## src/rtl/pc_ctrl_fsm.sv

```systemverilog
// Multicycle fetch/decode/execute controller driving the PC-select field,
// PC/IR write enables, memory strobes with a ready handshake and a retire counter.
module pc_ctrl_fsm #(
  parameter int CNT_W = 32
) (
  input  logic             clk,
  input  logic             reset,
  input  logic             mem_ready,
  input  logic [5:0]       opcode,
  input  logic [5:0]       funct,
  input  logic             alu_zero,
  output logic [2:0]       ctrl_pc,
  output logic             pc_write,
  output logic             ir_write,
  output logic             mem_read,
  output logic             mem_write,
  output logic             reg_write,
  output logic             illegal,
  output logic [3:0]       state,
  output logic [CNT_W-1:0] retired
);

  typedef enum logic [3:0] {
    S_IDLE   = 4'd0,  S_FETCH = 4'd1, S_DECODE = 4'd2, S_EXEC = 4'd3,
    S_WB     = 4'd4,  S_ADDR  = 4'd5, S_MEM    = 4'd6, S_BRANCH = 4'd7,
    S_JUMP   = 4'd8,  S_JAL   = 4'd9, S_JR     = 4'd10, S_SYS   = 4'd11
  } state_t;

  localparam logic [5:0] OP_RTYPE = 6'h00;
  localparam logic [5:0] OP_J     = 6'h02;
  localparam logic [5:0] OP_JAL   = 6'h03;
  localparam logic [5:0] OP_BEQ   = 6'h04;
  localparam logic [5:0] OP_BNE   = 6'h05;
  localparam logic [5:0] OP_LW    = 6'h23;
  localparam logic [5:0] OP_SW    = 6'h2B;
  localparam logic [5:0] FN_JR    = 6'h08;
  localparam logic [5:0] FN_SYS   = 6'h0C;

  state_t     state_q, state_nx;
  logic [5:0] op_q;
  logic       ret_inc;
  logic       ill_set;

  function automatic logic is_illegal(input logic [5:0] op);
    return !(op == OP_RTYPE || op == OP_J || op == OP_JAL || op == OP_BEQ ||
             op == OP_BNE || op[5:3] == 3'b001 || op == OP_LW || op == OP_SW);
  endfunction

  function automatic state_t dispatch(input logic [5:0] op, input logic [5:0] fn);
    state_t s;
    s = S_SYS;
    if (op == OP_RTYPE) begin
      if (fn == FN_JR)       s = S_JR;
      else if (fn == FN_SYS) s = S_SYS;
      else                   s = S_EXEC;
    end
    else if (op == OP_J)                   s = S_JUMP;
    else if (op == OP_JAL)                 s = S_JAL;
    else if (op == OP_BEQ || op == OP_BNE) s = S_BRANCH;
    else if (op[5:3] == 3'b001)            s = S_EXEC;
    else if (op == OP_LW || op == OP_SW)   s = S_ADDR;
    return s;
  endfunction

  assign state = state_q;

  // Outputs are a decode of the current state; only FETCH/MEM look at mem_ready.
  always_comb begin
    state_nx  = state_q;
    ret_inc   = 1'b0;
    ill_set   = 1'b0;
    ctrl_pc   = 3'b000;
    pc_write  = 1'b0;
    ir_write  = 1'b0;
    mem_read  = 1'b0;
    mem_write = 1'b0;
    reg_write = 1'b0;
    case (state_q)
      S_FETCH: begin
        mem_read = 1'b1;
        ctrl_pc  = 3'b011;
        if (mem_ready) begin
          ir_write = 1'b1;
          pc_write = 1'b1;
          state_nx = S_DECODE;
        end
      end
      S_DECODE: begin
        state_nx = dispatch(opcode, funct);
        ill_set  = is_illegal(opcode);
      end
      S_EXEC: state_nx = S_WB;
      S_WB: begin
        reg_write = 1'b1;
        state_nx  = S_FETCH;
        ret_inc   = 1'b1;
      end
      S_ADDR: state_nx = S_MEM;
      S_MEM: begin
        mem_read  = (op_q == OP_LW);
        mem_write = (op_q == OP_SW);
        if (mem_ready) begin
          if (op_q == OP_LW) begin
            state_nx = S_WB;
          end else begin
            state_nx = S_FETCH;
            ret_inc  = 1'b1;
          end
        end
      end
      S_BRANCH: begin
        ctrl_pc  = 3'b010;
        pc_write = ((op_q == OP_BEQ) && alu_zero) || ((op_q == OP_BNE) && !alu_zero);
        state_nx = S_FETCH;
        ret_inc  = 1'b1;
      end
      S_JUMP, S_JAL: begin
        pc_write  = 1'b1;
        reg_write = (state_q == S_JAL);
        state_nx  = S_FETCH;
        ret_inc   = 1'b1;
      end
      S_JR: begin
        ctrl_pc  = 3'b001;
        pc_write = 1'b1;
        state_nx = S_FETCH;
        ret_inc  = 1'b1;
      end
      S_SYS: begin
        ctrl_pc  = 3'b100;
        pc_write = 1'b1;
        state_nx = S_FETCH;
        ret_inc  = 1'b1;
      end
      default: state_nx = S_FETCH;  // IDLE and the unused encodings
    endcase
  end

  always_ff @(posedge clk or negedge reset) begin
    if (!reset) begin
      state_q <= S_IDLE;
      op_q    <= 6'd0;
      illegal <= 1'b0;
      retired <= '0;
    end else begin
      state_q <= state_nx;
      if (state_q == S_DECODE) op_q <= opcode;
      if (ill_set)             illegal <= 1'b1;
      if (ret_inc)             retired <= retired + 1'b1;
    end
  end

endmodule

```

## config.mk

```make
export PLATFORM = sky130hd
export DESIGN_NAME = pc_ctrl_fsm
export DESIGN_NICKNAME = d
export VERILOG_FILES = /design/src/rtl/pc_ctrl_fsm.sv
export SDC_FILE = /design/constraint.sdc
export NUM_CORES = 1
export LEC_CHECK = 0
export ABC_CLOCK_PERIOD_IN_PS = 1700
export CAP_MARGIN = 0
export CORE_ASPECT_RATIO = 0.8
export CORE_MARGIN = 2
export CORE_UTILIZATION = 44
export DETAILED_ROUTE_END_ITERATION = 10
export PLACE_DENSITY = 0.73
export SLEW_MARGIN = 20
export SYNTH_ARGS = -nofsm -noshare
export SYNTH_HDL_FRONTEND = slang
export SYNTH_SLANG_ARGS = --single-unit
```

## constraint.sdc

```tcl
create_clock -name clk -period 1.7 [get_ports clk]
set_input_delay 0.17 -clock clk [delete_from_list [all_inputs] [get_ports clk]]
set_output_delay 0.17 -clock clk [all_outputs]
set_load 0.01 [all_outputs]
```

==> results.cfg <==
[timing]
setup_slack_ns = -0.228
worst_slew_pin_slew_ns = 0.557
rsz0062_at_grt = true
skew_ns = 0.00789
setup_viol_count_final = 41
final-hold-violation-count = 0
slew_headroom = 0.625
fin_crit_ns = 1.93
finalMaxSlewViolations = 0
max_freq_mhz = 519
fin_crit_sh = 1.13

[placed_design]
place_hpwl_um = 4300
gp_congestion = 0.800
dp.cells = 382
place_area_um2 = 3320
io_buffers = 60

[logic_synthesis]
syn_area_um2 = 2270
syn_inst = 220
ys_ff_latch = 43
synth_flop_cell = dfrtp_1
synthArstFlopShare = 1.00
synthesis.nets = 237
yosys_warnings = 0
seq_area_frac_synth = 0.474
synth_edf_count = 0
synth_cell_type_count = 44
syn_avg_cell_area_um2 = 10.3

[critical_path]
critPathBufInv = 3
cp_slowest_stage_delay_ns = 0.43
cp_cell_sequence = buf_6 -> nand2b_4 -> o31a_1 -> a211oi_4 -> buf_6 -> buf_12 -> nand3_2 -> xnor2_2
cp.arrival_ns = 2.11
worstSetupStartpointType = flop
required_ns = 1.89
worst_path_most_repeated_cell = buf_6
critPathSlowestCell = dfrtp_1
endpoint_kind = flop
critPathKind = flop to flop
crit_family = compound AO/OA/AOI/OAI gates
cp_max_fo = 5

[clock_tree]
clk_latency_ns = 0.30
cts_tree = yes
clockBufferDepth = 2
h-tree-depth = 2
cts_buffers = 5
clock_sink_count = 43
clk_pin_slew_ns = 0.09
root_buffer = clkbuf_8

[routing]
ant_nets = 0
viasPerCell = 5.53
routed-via-count = 2293
drc_errors = 0
wirelength_um = 7190
dr.first_iter.drc_count = 121
dr.pass1.iters = 4
post_drt_wl_per_cell_um = 17.3

[final_layout]
drive_gt1_frac = 0.422
multiInputGateArea_um2 = 1530
nets = 369
stdcell_area_um2 = 4060
diodes = 0
post-route-util = 0.815
regArea_um2 = 1080
syn2layout_area_growth_pct = 78.9
fin_cells = 415
fill_cells = 266

[power_and_ir_drop]
power_density_nw_per_um2 = 1310
combPwrFrac = 0.555
p_int_uw = 3440
swShare = 0.352
finalPower_uw = 5310
pwr-share-clk = 0.179
pwr-share-seq = 0.265
p_leak_uw = 0.00183
power.switching_uw = 1870
ir_worst_vdd_mv = 0.920

[global_route]
grt_pass1_wl_um = 10700
grt_overflow_total = 0
grt_pass1_vias = 2237
grt_max_degree = 44
grt_usage = 0.239
antenna_found_initial = 0

[floorplanning]
initial_core_util = 0.456
num_rows = 23
die_x_um = 84.3
die-area_um2 = 5750
io_pins = 61
die_height_um = 68.2
core_area_um2 = 4980

[outcome]
outcome = finished, violations left
violations = setup timing

[flow_run]
cap_viol_max_count = 0

[min_path]
hp-class = flop to flop
==> kinds of logic (layout without fill, tap and decap cells) <==
| logic type | Yosys count | in the layout | share of synthesized area |
|---|---|---|---|
| buffers and inverters | 10 | 143 | 0.0182 |
| adders and majority gates | 1 | 1 | 0.00551 |
| AOI/OAI and AO/OA | 31 | 31 | 0.105 |
| DFF | 43 | 43 | 0.474 |
| and+or+nand+nor | 94 | 94 | 0.231 |
| muxes | 8 | 8 | 0.0392 |
| xor gates and xnor gates | 33 | 33 | 0.127 |
==> per-stage QoR <==
| step | hold WS [ns] | worst slack (ns) | setup TNS (ns) |
|---|---|---|---|
| after floorplan | -0.126 | -0.0684 | -0.526 |
| after global placement | 0.276 | -0.269 | -1.78 |
| after detailed placement | 0.284 | -0.287 | -2.77 |
| after CTS | 0.463 | -0.194 | -2.92 |
| after global routing | 0.502 | -0.297 | -7.01 |
| final | 0.459 | -0.228 | -4.62 |
==> flip-flops by register name, indices dropped and copies added, names as in the netlist <==
name and cells:
op_q 6, illegal 1, retired 32, state 4
==> area by class of cell <==
cell class / count / area share
Clock inverter: 2 / 0.0148
Inverter: 4 / 0.00370
Clock buffer: 6 / 0.0179
Multi-Input combinational cell: 167 / 0.376
Sequential cell: 43 / 0.266
Timing Repair Buffer: 131 / 0.302
Tap cell: 62 / 0.0191
==> cells in the mapped netlist, types with 2 or more instances <==
| master | count | area [um2] |
|---|---|---|
| and2_1 | 2 | 12.5 |
| a21oi_1 | 11 | 55.1 |
| buf_2 | 3 | 15.0 |
| o21ai_0 | 5 | 25.0 |
| xor2_1 | 14 | 123 |
| nand4_1 | 7 | 43.8 |
| inv_1 | 4 | 15.0 |
| nand2_1 | 12 | 45.0 |
| nor3_1 | 5 | 25.0 |
| nor4_1 | 6 | 37.5 |
| nand2b_1 | 7 | 43.8 |
| nor4b_1 | 4 | 35.0 |
| mux2_2 | 7 | 78.8 |
| dfrtp_1 | 43 | 1080 |
| nand4b_1 | 2 | 17.5 |
| nor2_1 | 19 | 71.3 |
| and4_1 | 2 | 17.5 |
| and3_1 | 6 | 37.5 |
| xnor2_1 | 19 | 166 |
| nand3_1 | 11 | 55.1 |
| a21o_1 | 2 | 15.0 |
| or3_1 | 2 | 12.5 |
| clkbuf_1 | 3 | 11.3 |
| nor2b_1 | 4 | 25.0 |
==> per-layer routing <==
| metal | part of all wire | GRT usage |
|---|---|---|
| met1 | 0.42 | 0.292 |
| met2 | 0.52 | 0.436 |
| met3 | 0.042 | 0.0470 |
| met4 | 0.019 | 0.0766 |
| met5 | 0 | 0 |
==> worst reg2reg max path, delay by kind of cell (launching register included) <==
kind                   cells  cell delay [ns]
flip-flops                 1             0.43
AND/OR/NAND/NOR            2             0.24
AO/OA/AOI/OAI              2             0.58
XOR/XNOR                   1             0.14
buffers and inverters      3             0.43
==> power groups by stage <==
stage / Clock, uW / Combinational (uW) / Sequential [uW]
2_1_floorplan: 0 / 993 / 1460
3_3_place_gp: 0 / 2060 / 1410
3_5_place_dp: 0 / 2080 / 1430
4_1_cts: 952 / 2440 / 1390
5_1_grt: 1010 / 3120 / 1430
6_report: 951 / 2950 / 1410
==> layout by cell type, fill, tap and decap left out, types with 5 or more instances in the layout <==
master and instances:
mux2_4 7, clkbuf_8 5, nor2_2 5, nand3_4 5, nand2_1 8, nor2_1 11
dfrtp_1 41, xor2_1 14, a21oi_1 10, xnor2_1 16, nand4_1 7, nor3_2 5
buf_6 22, and3_1 6, clkdlybuf4s50_1 49, buf_4 44, buf_2 8
==> repair_timing <==
item | CTS | global route
hold buffers | 1 | 0
gates cloned | 1 | 0
endpoints found under the setup margin | 39 | 49
resized for setup | 80 | 49
pin swaps | 19 | 20
setup buffers | 14 | 10
endpoints found under the hold margin | 43 | 0
==> path summary, 6_finish.rpt <==
kind | endpoint | start | slack [ns] | cells past startpoint
max | retired[30]$_DFFE_PN0P_ | state[3]$_DFFE_PN0P_ | -0.23 | 8
min | illegal$_DFFE_PN0P_ | illegal$_DFFE_PN0P_ | 0.46 | 1
max reg2reg | retired[30]$_DFFE_PN0P_ | state[3]$_DFFE_PN0P_ | -0.23 | 8
min reg2reg | illegal$_DFFE_PN0P_ | illegal$_DFFE_PN0P_ | 0.46 | 1
max in group asynchronous | state[2]$_DFFE_PN0P_ | reset | 0.80 | 3
min in group asynchronous | illegal$_DFFE_PN0P_ | reset | 0.48 | 3
Power figures use the tool's default switching activity.
